## config.mk

```make
export PLATFORM = sky130hd
export DESIGN_NAME = genie_wrr_sched
export DESIGN_NICKNAME = d
export VERILOG_FILES = /design/src/rtl/genie_wrr_sched.sv
export SDC_FILE = /design/constraint.sdc
export NUM_CORES = 1
export LEC_CHECK = 0
export CAP_MARGIN = 20
export CORE_ASPECT_RATIO = 0.7
export CORE_MARGIN = 4
export CORE_UTILIZATION = 50
export CTS_BUF_LIST = sky130_fd_sc_hd__clkbuf_8
export DETAILED_ROUTE_END_ITERATION = 6
export GPL_ROUTABILITY_DRIVEN = 0
export PLACE_DENSITY = 0.72
export RECOVER_POWER = 100
export SYNTH_ARGS = -nofsm -noshare
export SYNTH_HDL_FRONTEND = slang
export SYNTH_SLANG_ARGS = --single-unit
```

## constraint.sdc

```tcl
create_clock -name clk -period 10.1 [get_ports clk]
set_clock_uncertainty 0.05 [all_clocks]
set_input_delay 2.02 -clock clk [delete_from_list [all_inputs] [get_ports clk]]
set_output_delay 2.02 -clock clk [all_outputs]
set_load 0.03 [all_outputs]
```

## src/rtl/genie_wrr_sched.sv

```systemverilog
// genie_wrr_sched: weighted round-robin packet scheduler for an NI-input merge.
// Drives the select of an external data/eop mux and the per-input readies so that
// packets are never interleaved. An input may send up to its weight in back-to-back
// packets before the grant rotates to the next eligible input.
module genie_wrr_sched #(
  parameter int NI             = 4,
  parameter int WBITS          = 4,
  parameter int DEFAULT_WEIGHT = 1
) (
  input  logic                  clk,
  input  logic                  reset_n,
  input  logic [NI-1:0]         i_valid,
  input  logic [NI-1:0]         i_eop,
  output logic [NI-1:0]         o_ready,
  input  logic                  i_ready,
  output logic [$clog2(NI)-1:0] o_sel,
  output logic                  o_valid,
  input  logic [NI*WBITS-1:0]   cfg_weight,
  input  logic                  cfg_load
);

  localparam int SW = $clog2(NI);

  typedef enum logic [1:0] {
    S_IDLE   = 2'd0,
    S_LOCKED = 2'd1,
    S_HOLD   = 2'd2
  } state_t;

  state_t           state;
  state_t           state_nxt;
  logic [SW-1:0]    cur;
  logic [SW-1:0]    cur_nxt;
  logic [SW-1:0]    last_grant;
  logic [SW-1:0]    last_nxt;

  logic [WBITS-1:0] weight     [NI];
  logic [WBITS-1:0] credit     [NI];
  logic [WBITS-1:0] credit_nxt [NI];
  logic [WBITS-1:0] new_weight [NI];
  logic [WBITS-1:0] eff_weight [NI];

  logic [NI-1:0]    eligible;
  logic             rr_found;
  logic [SW-1:0]    rr_pick;
  logic [SW-1:0]    sel;
  logic             sel_valid;
  logic             grant_active;
  logic             accept;
  logic             end_pkt;
  logic             release_hold;

  // Unpack the weight bus, pick the weight a reload would use this cycle, and mask inputs.
  always_comb begin
    for (int i = 0; i < NI; i++) begin
      new_weight[i] = cfg_weight[i*WBITS +: WBITS];
      eff_weight[i] = cfg_load ? new_weight[i] : weight[i];
      eligible[i]   = i_valid[i] && (weight[i] != '0);
    end
  end

  // Round-robin search starting just after the last input that finished its turn.
  always_comb begin
    logic [SW-1:0] idx;
    idx      = '0;
    rr_found = 1'b0;
    rr_pick  = last_grant;
    for (int k = 1; k <= NI; k++) begin
      idx = SW'((int'(last_grant) + k) % NI);
      if (!rr_found && eligible[idx]) begin
        rr_found = 1'b1;
        rr_pick  = idx;
      end
    end
  end

  // Select and grant: free arbitration when idle, pinned to cur while locked or holding.
  always_comb begin
    sel          = last_grant;
    sel_valid    = 1'b0;
    grant_active = 1'b0;
    case (state)
      S_IDLE: begin
        sel          = rr_pick;
        grant_active = rr_found;
        sel_valid    = rr_found;
      end
      S_LOCKED: begin
        sel          = cur;
        grant_active = 1'b1;
        sel_valid    = i_valid[cur];
      end
      S_HOLD: begin
        sel          = cur;
        grant_active = eligible[cur];
        sel_valid    = eligible[cur];
      end
      default: begin
        sel = last_grant;
      end
    endcase
  end

  assign accept = sel_valid && i_ready;

  // Output drive, forced quiet while reset is asserted.
  always_comb begin
    o_sel   = reset_n ? sel : '0;
    o_valid = reset_n && sel_valid;
    for (int i = 0; i < NI; i++) begin
      o_ready[i] = reset_n && i_ready && grant_active && (sel == SW'(i));
    end
  end

  // Next state, grant bookkeeping and credit accounting; a stalled i_ready freezes everything.
  always_comb begin
    state_nxt    = state;
    cur_nxt      = cur;
    last_nxt     = last_grant;
    end_pkt      = 1'b0;
    release_hold = 1'b0;
    for (int i = 0; i < NI; i++) begin
      credit_nxt[i] = credit[i];
    end

    case (state)
      S_IDLE, S_HOLD: begin
        if (accept) begin
          if (i_eop[sel]) begin
            end_pkt = 1'b1;
          end else begin
            cur_nxt   = sel;
            state_nxt = S_LOCKED;
          end
        end else if ((state == S_HOLD) && !grant_active && i_ready) begin
          release_hold = 1'b1;
        end
      end
      S_LOCKED: begin
        if (accept && i_eop[cur]) begin
          end_pkt = 1'b1;
        end
      end
      default: begin
        state_nxt = S_IDLE;
      end
    endcase

    if (end_pkt) begin
      if (credit[sel] > WBITS'(1)) begin
        credit_nxt[sel] = credit[sel] - WBITS'(1);
        cur_nxt         = sel;
        state_nxt       = S_HOLD;
      end else begin
        credit_nxt[sel] = eff_weight[sel];
        last_nxt        = sel;
        state_nxt       = S_IDLE;
      end
    end

    if (release_hold) begin
      credit_nxt[cur] = eff_weight[cur];
      last_nxt        = cur;
      state_nxt       = S_IDLE;
    end

    if (cfg_load) begin
      for (int i = 0; i < NI; i++) begin
        if (credit_nxt[i] > new_weight[i]) begin
          credit_nxt[i] = new_weight[i];
        end
      end
    end
  end

  // State, grant history, weights and credits; reset gives input 0 first priority.
  always_ff @(posedge clk or negedge reset_n) begin
    if (!reset_n) begin
      state      <= S_IDLE;
      cur        <= '0;
      last_grant <= SW'(NI - 1);
      for (int i = 0; i < NI; i++) begin
        weight[i] <= WBITS'(DEFAULT_WEIGHT);
        credit[i] <= WBITS'(DEFAULT_WEIGHT);
      end
    end else begin
      state      <= state_nxt;
      cur        <= cur_nxt;
      last_grant <= last_nxt;
      for (int i = 0; i < NI; i++) begin
        credit[i] <= credit_nxt[i];
        if (cfg_load) begin
          weight[i] <= new_weight[i];
        end
      end
    end
  end

endmodule

```

; ---- After elaboration in Yosys (flattened, before gate mapping)
; Cells that the tools add are included.
; W data, S select, Z words.
[word_totals]
n_memories = 0
ramBits = 0
latch_bits = 0
ff_bits = 38
romBits = 0
inputBits = 28
[classes]
n_div = 0
reduce_logical = 35
shift = 0
n_eq_ne = 9
magnitude_cmp = 15
n_addsub = 5
mul = 0
bitwise_logic = 2
n_mux = 77
[ops]
columns = operator, n
row1 = $mux W16, 4
row2 = $mux W4, 16
row3 = $bwmux W16, 3
row4 = $mux W2, 18
row5 = $bmux W4 S2, 3
row6 = $logic_and A1 B1 Y1, 20
row7 = $lt A2 B3 Y1 const B, 6
row8 = $mux W1, 18
row9 = $bmux W1 S2, 8
row10 = $demux W4 S2, 2
row11 = $gt A4 B4 Y1, 4
row12 = $reduce_bool A4 Y1, 4
row13 = $ne A4 B4 Y1 const B, 2
row14 = $pmux W2 S2, 2
row15 = $eq A2 B2 Y1 const B, 3
row16 = $ge A3 B3 Y1 const B, 2
row17 = $lt A3 B1 Y1 const B, 2
row18 = $not A2 Y3, 2
row19 = $pmux W1 S3, 2
row20 = $add A2 B1 Y2 const B, 2
row21 = $add A2 B2 Y2 const B, 2
row22 = $eq A2 B1 Y1 const B, 2
row23 = $gt A4 B1 Y1 const B, 1
row24 = $logic_not A1 Y1, 4
row25 = other kinds (9), 11

; ---- Longest topological paths before layout
[logic_depth]
word_depth = 28
ltp_mapped = 21

; ---- Worst setup path before layout
; OpenSTA, ideal clock, no wires.
[synth_path]
path_type = input to output
startpoint = input port i_valid[0]
endpoint = output port o_ready[0]
t_required_ps = 8030
path_stages = 8
n_path_buf = 3
t_arrival_ps = 3940
slack_ps = 4090
path_cell_list = o41a_1 -> o21ai_2 -> a311o_1 -> a211o_1 -> buf_6 -> clkbuf_1 -> clkbuf_1 -> nor2_1
[synth_via]
elab_chain_cells = 16
elab_cells_between_ends = 30
[synth_rtl]
columns = element, line
row1 = start: declaration, 12  ; input logic [NI-1:0] i_valid,
row2 = $logic_and A1 B1 Y1 *, 58  ; eligible[i] = i_valid[i] && (weight[i] != '0);
row3 = $bmux W1 S2, 70  ; if (!rr_found && eligible[idx]) begin
row4 = $mux W1 (not written as such), 70
row5 = $mux W1, 70
row6 = $logic_not A1 Y1, 70
row7 = $logic_and A1 B1 Y1, 70
row8 = $mux W1, 70
row9 = $logic_not A1 Y1, 70
row10 = $logic_and A1 B1 Y1, 70
row11 = $mux W1, 70
row12 = $logic_not A1 Y1, 70
row13 = $logic_and A1 B1 Y1, 70
row14 = $mux W2 or $mux W1 (tied branches), 70
row15 = $pmux W2 S2 or $pmux W1 S3 (tied branches), 82  ; case (state)
row16 = $logic_not A2 Y1 or $logic_and A1 B1 Y1 (tied branches), 111  ; o_ready[i] = reset_n && i_ready && grant_active && (sel == SW'(i));
row17 = $logic_and A1 B1 Y1 *, 111
row18 = end: declaration, 14  ; output logic [NI-1:0] o_ready,
; Mark *: on every way between the ends. The rest lies on a longest branch, timed or not. The select of a mux whose other input is x is not followed.

==> results.sh <==
export IMPL_synth_flop_cell="dfrtp_1"
export IMPL_synth_cells=378
export IMPL_setup_violations_final=0
export IMPL_cts_buffers_inserted=5
export IMPL_async_reset_ff_share_pct=100.0
export IMPL_clock_latency_ns=0.30
export IMPL_synth_area_per_cell_um2=9.139
export IMPL_hold_violations=0
export IMPL_worstHoldPathType="flop to flop"
export IMPL_viasPerCell=6.498
export IMPL_yosysWarnings=0
export IMPL_hold_ws_ns=0.5597
export IMPL_wirelength_mm=9.833
export IMPL_io_buffers=34
export IMPL_cts_root_buf="clkbuf_8"
export IMPL_yosysTopAreaCell="dfrtp_1"
export IMPL_synth_ff_latch_count=38
export IMPL_cts_tree="yes"
export IMPL_end_kind="flop"
export IMPL_yosysMostFrequentCell="inv_1"
export IMPL_post_route_util_pct=58.46
export IMPL_fin_ws_ns=2.689
export IMPL_crit_start="i_valid[0]"
export IMPL_cap_violations=1
export IMPL_grt_overflow_total=0
export IMPL_seq_area_um2=963.4
export IMPL_drt_iter0_markers=310
export IMPL_vias=3249
export IMPL_die_w_um=107.4
export IMPL_core_area_um2=6725
export IMPL_slew_headroom_pct=-47.70
export IMPL_fillers=613
export IMPL_synth_area_leaders="dfrtp_1 (20%), dfstp_2 (7.6%), ha_1 (7.2%)"
export IMPL_hpwl_mm=7.409
export IMPL_ant_nets=0
export IMPL_startpoint_type="input pin"
export IMPL_fin_crit_sh_pct=73.38
export IMPL_rows=25
export IMPL_synth_commonest_cells="inv_1 (38), nand2_1 (31), nor2_1 (29)"
export IMPL_cts_setup_buffers=0
export IMPL_ys_types=69
export IMPL_min_period_ns=7.411
export IMPL_clk_pin_slew_ns=0.08
export IMPL_multi_input_area_um2=2241
export IMPL_p_total_mw=1.244
export IMPL_clockBufferDepth=2
export IMPL_r2r_start="weight[5]$_DFF_PN0_"
export IMPL_ctsResizeCount=0
export IMPL_holdCritStartpoint="last_grant[0]$_DFFE_PN1P_"
export IMPL_area_growth_pct=13.80
export IMPL_status="finished, violations left"
export IMPL_antenna_found_initial=0
export IMPL_rsz0062_at_grt="no"
export IMPL_cts_hold_buf=0
export IMPL_drive_gt1_share_pct=11.33
export IMPL_slew_viol_final=43
export IMPL_synth_nets=426
export IMPL_nets=453
export IMPL_tightest_slew_ns=2.215
export IMPL_h_tree_depth=2
export IMPL_dpl_worst_slack_ns=2.675
export IMPL_violations="max-capacitance violations, max-slew violations"
export IMPL_critical_path_class="input pin to flop"
export IMPL_drtPass1Iterations=5
export IMPL_drc=0
export IMPL_netlist_area_leader_share_pct=20.28
export IMPL_synth_edf_count=0
export IMPL_seq_area_frac_synth_pct=27.89
export IMPL_antennaDiodeCount=0
export IMPL_critPathMaxFanout=25
export IMPL_p_per_area_nw_per_um2=316.4
export IMPL_leakage_nw=1.669
export IMPL_max_freq_mhz=134.9
export IMPL_grt_pass1_vias=3028
export IMPL_cts_sinks=38
export IMPL_detail_route_wl_per_cell_um=19.67
export IMPL_die_y_um=77.55
export IMPL_grt_max_degree=43
export IMPL_synthesis_area_um2=3455
export IMPL_pin_count=35
export IMPL_required_ns=10.29
export IMPL_initial_utilization_pct=51.37
export IMPL_grt_pass1_wl_mm=15.74
export IMPL_vdd_ir_drop_max_uv=109.3
export IMPL_grt_usage_pct=24.14
export IMPL_finalSetupTns_ns=0
export IMPL_worstPathArrival_ns=7.60
export IMPL_fp_dieArea_um2=8324
[critical path, stage by stage]
cell and delay (ns):
dlygate4sd3_1 0.67, o41a_1 0.38, o21ai_0 0.15, a311o_1 0.38, a211o_1 0.65, mux4_2 0.70, nor3_1 0.44, mux2i_1 0.49
o21ai_0 0.24, o41ai_1 0.12, ha_1 0.30, nand4_1 0.09, nand2_1 0.06, a21oi_1 0.42, inv_1 0.14, o41a_1 0.14
a22o_1 0.20
[layout make-up]
cell class                      instances  share of cell area (%)
Clock buffer                            6                   2.101
Sequential cell                        38                   24.51
Multi-Input combinational cell        282                   57.00
Inverter                               39                   3.724
Timing Repair Buffer                   39                   9.357
Clock inverter                          2                  0.3183
Tap cell                               94                   2.992
[placed cells by master, fill, tap and decap left out, drive strengths merged, types with 5 or more instances in the layout]
cell type      instances
a21oi                 25
clkbuf                 8
clkdlybuf4s50         24
dfrtp                 28
dfstp                 10
dlygate4sd3            9
ha                    20
inv                   38
mux2                  18
mux2i                 13
mux4                  12
nand2                 31
nand3                  5
nand4                  6
nor2                  29
nor3                   9
nor4                  11
o211ai                 5
o21ai                 14
o22ai                  5
o31ai                  8
o41ai                  9
[power by group]
group / total (mW) / switching [mW] / internal (mW)
sequential: 0.261 / 0.0486 / 0.213
combinational: 0.867 / 0.509 / 0.358
clock: 0.115 / 0.0605 / 0.0550
[cells by family (layout without fill, tap and decap cells)]
| kind of cell | Yosys count | count (layout) | share of synthesized area (%) |
|---|---|---|---|
| AO/OA/AOI/OAI | 102 | 102 | 22.75 |
| flip-flops | 38 | 38 | 27.89 |
| buffers and inverters | 58 | 86 | 6.809 |
| AND/OR/NAND/NOR | 117 | 117 | 17.75 |
| multiplexers | 43 | 43 | 17.57 |
| adder cells (fa/ha/maj) | 20 | 20 | 7.244 |
[state kept, by name, indices dropped and copies added (netlist names)]
name / cells
credit: 16
state: 2
last_grant: 2
cur: 2
weight: 16
[through the flow]
| stage | std cells | area, um2 |
|---|---|---|
| after floorplan | 378 | 3455 |
| after global routing | 500 | 3931 |
| after detailed placement | 492 | 3856 |
| after CTS | 500 | 3951 |
| after global placement | 492 | 3856 |
| final | 500 | 3931 |
[per-layer routing]
layer	GRT usage, %	part of all wire (%)	up-vias
met5	0	0	-
met4	5.675	1.7	0
met3	5.486	10	19
met2	34.89	42	182
met1	36.59	46	1562
li1	-	-	1486
[path summary, 6_finish.rpt]
path | cells past startpoint | end | slack [ns]
setup reg to reg | 16 | credit[8]$_DFF_PN1_ | 4.35
hold reg to reg | 2 | last_grant[0]$_DFFE_PN1P_ | 0.56
setup / recovery | 17 | credit[8]$_DFF_PN1_ | 2.69
hold / removal | 2 | last_grant[0]$_DFFE_PN1P_ | 0.56
max in group asynchronous | 1 | credit[11]$_DFF_PN0_ | 6.42
min in group asynchronous | 1 | state[0]$_DFFE_PN0P_ | 2.31
No activity file was read; power rests on OpenSTA's default activity.
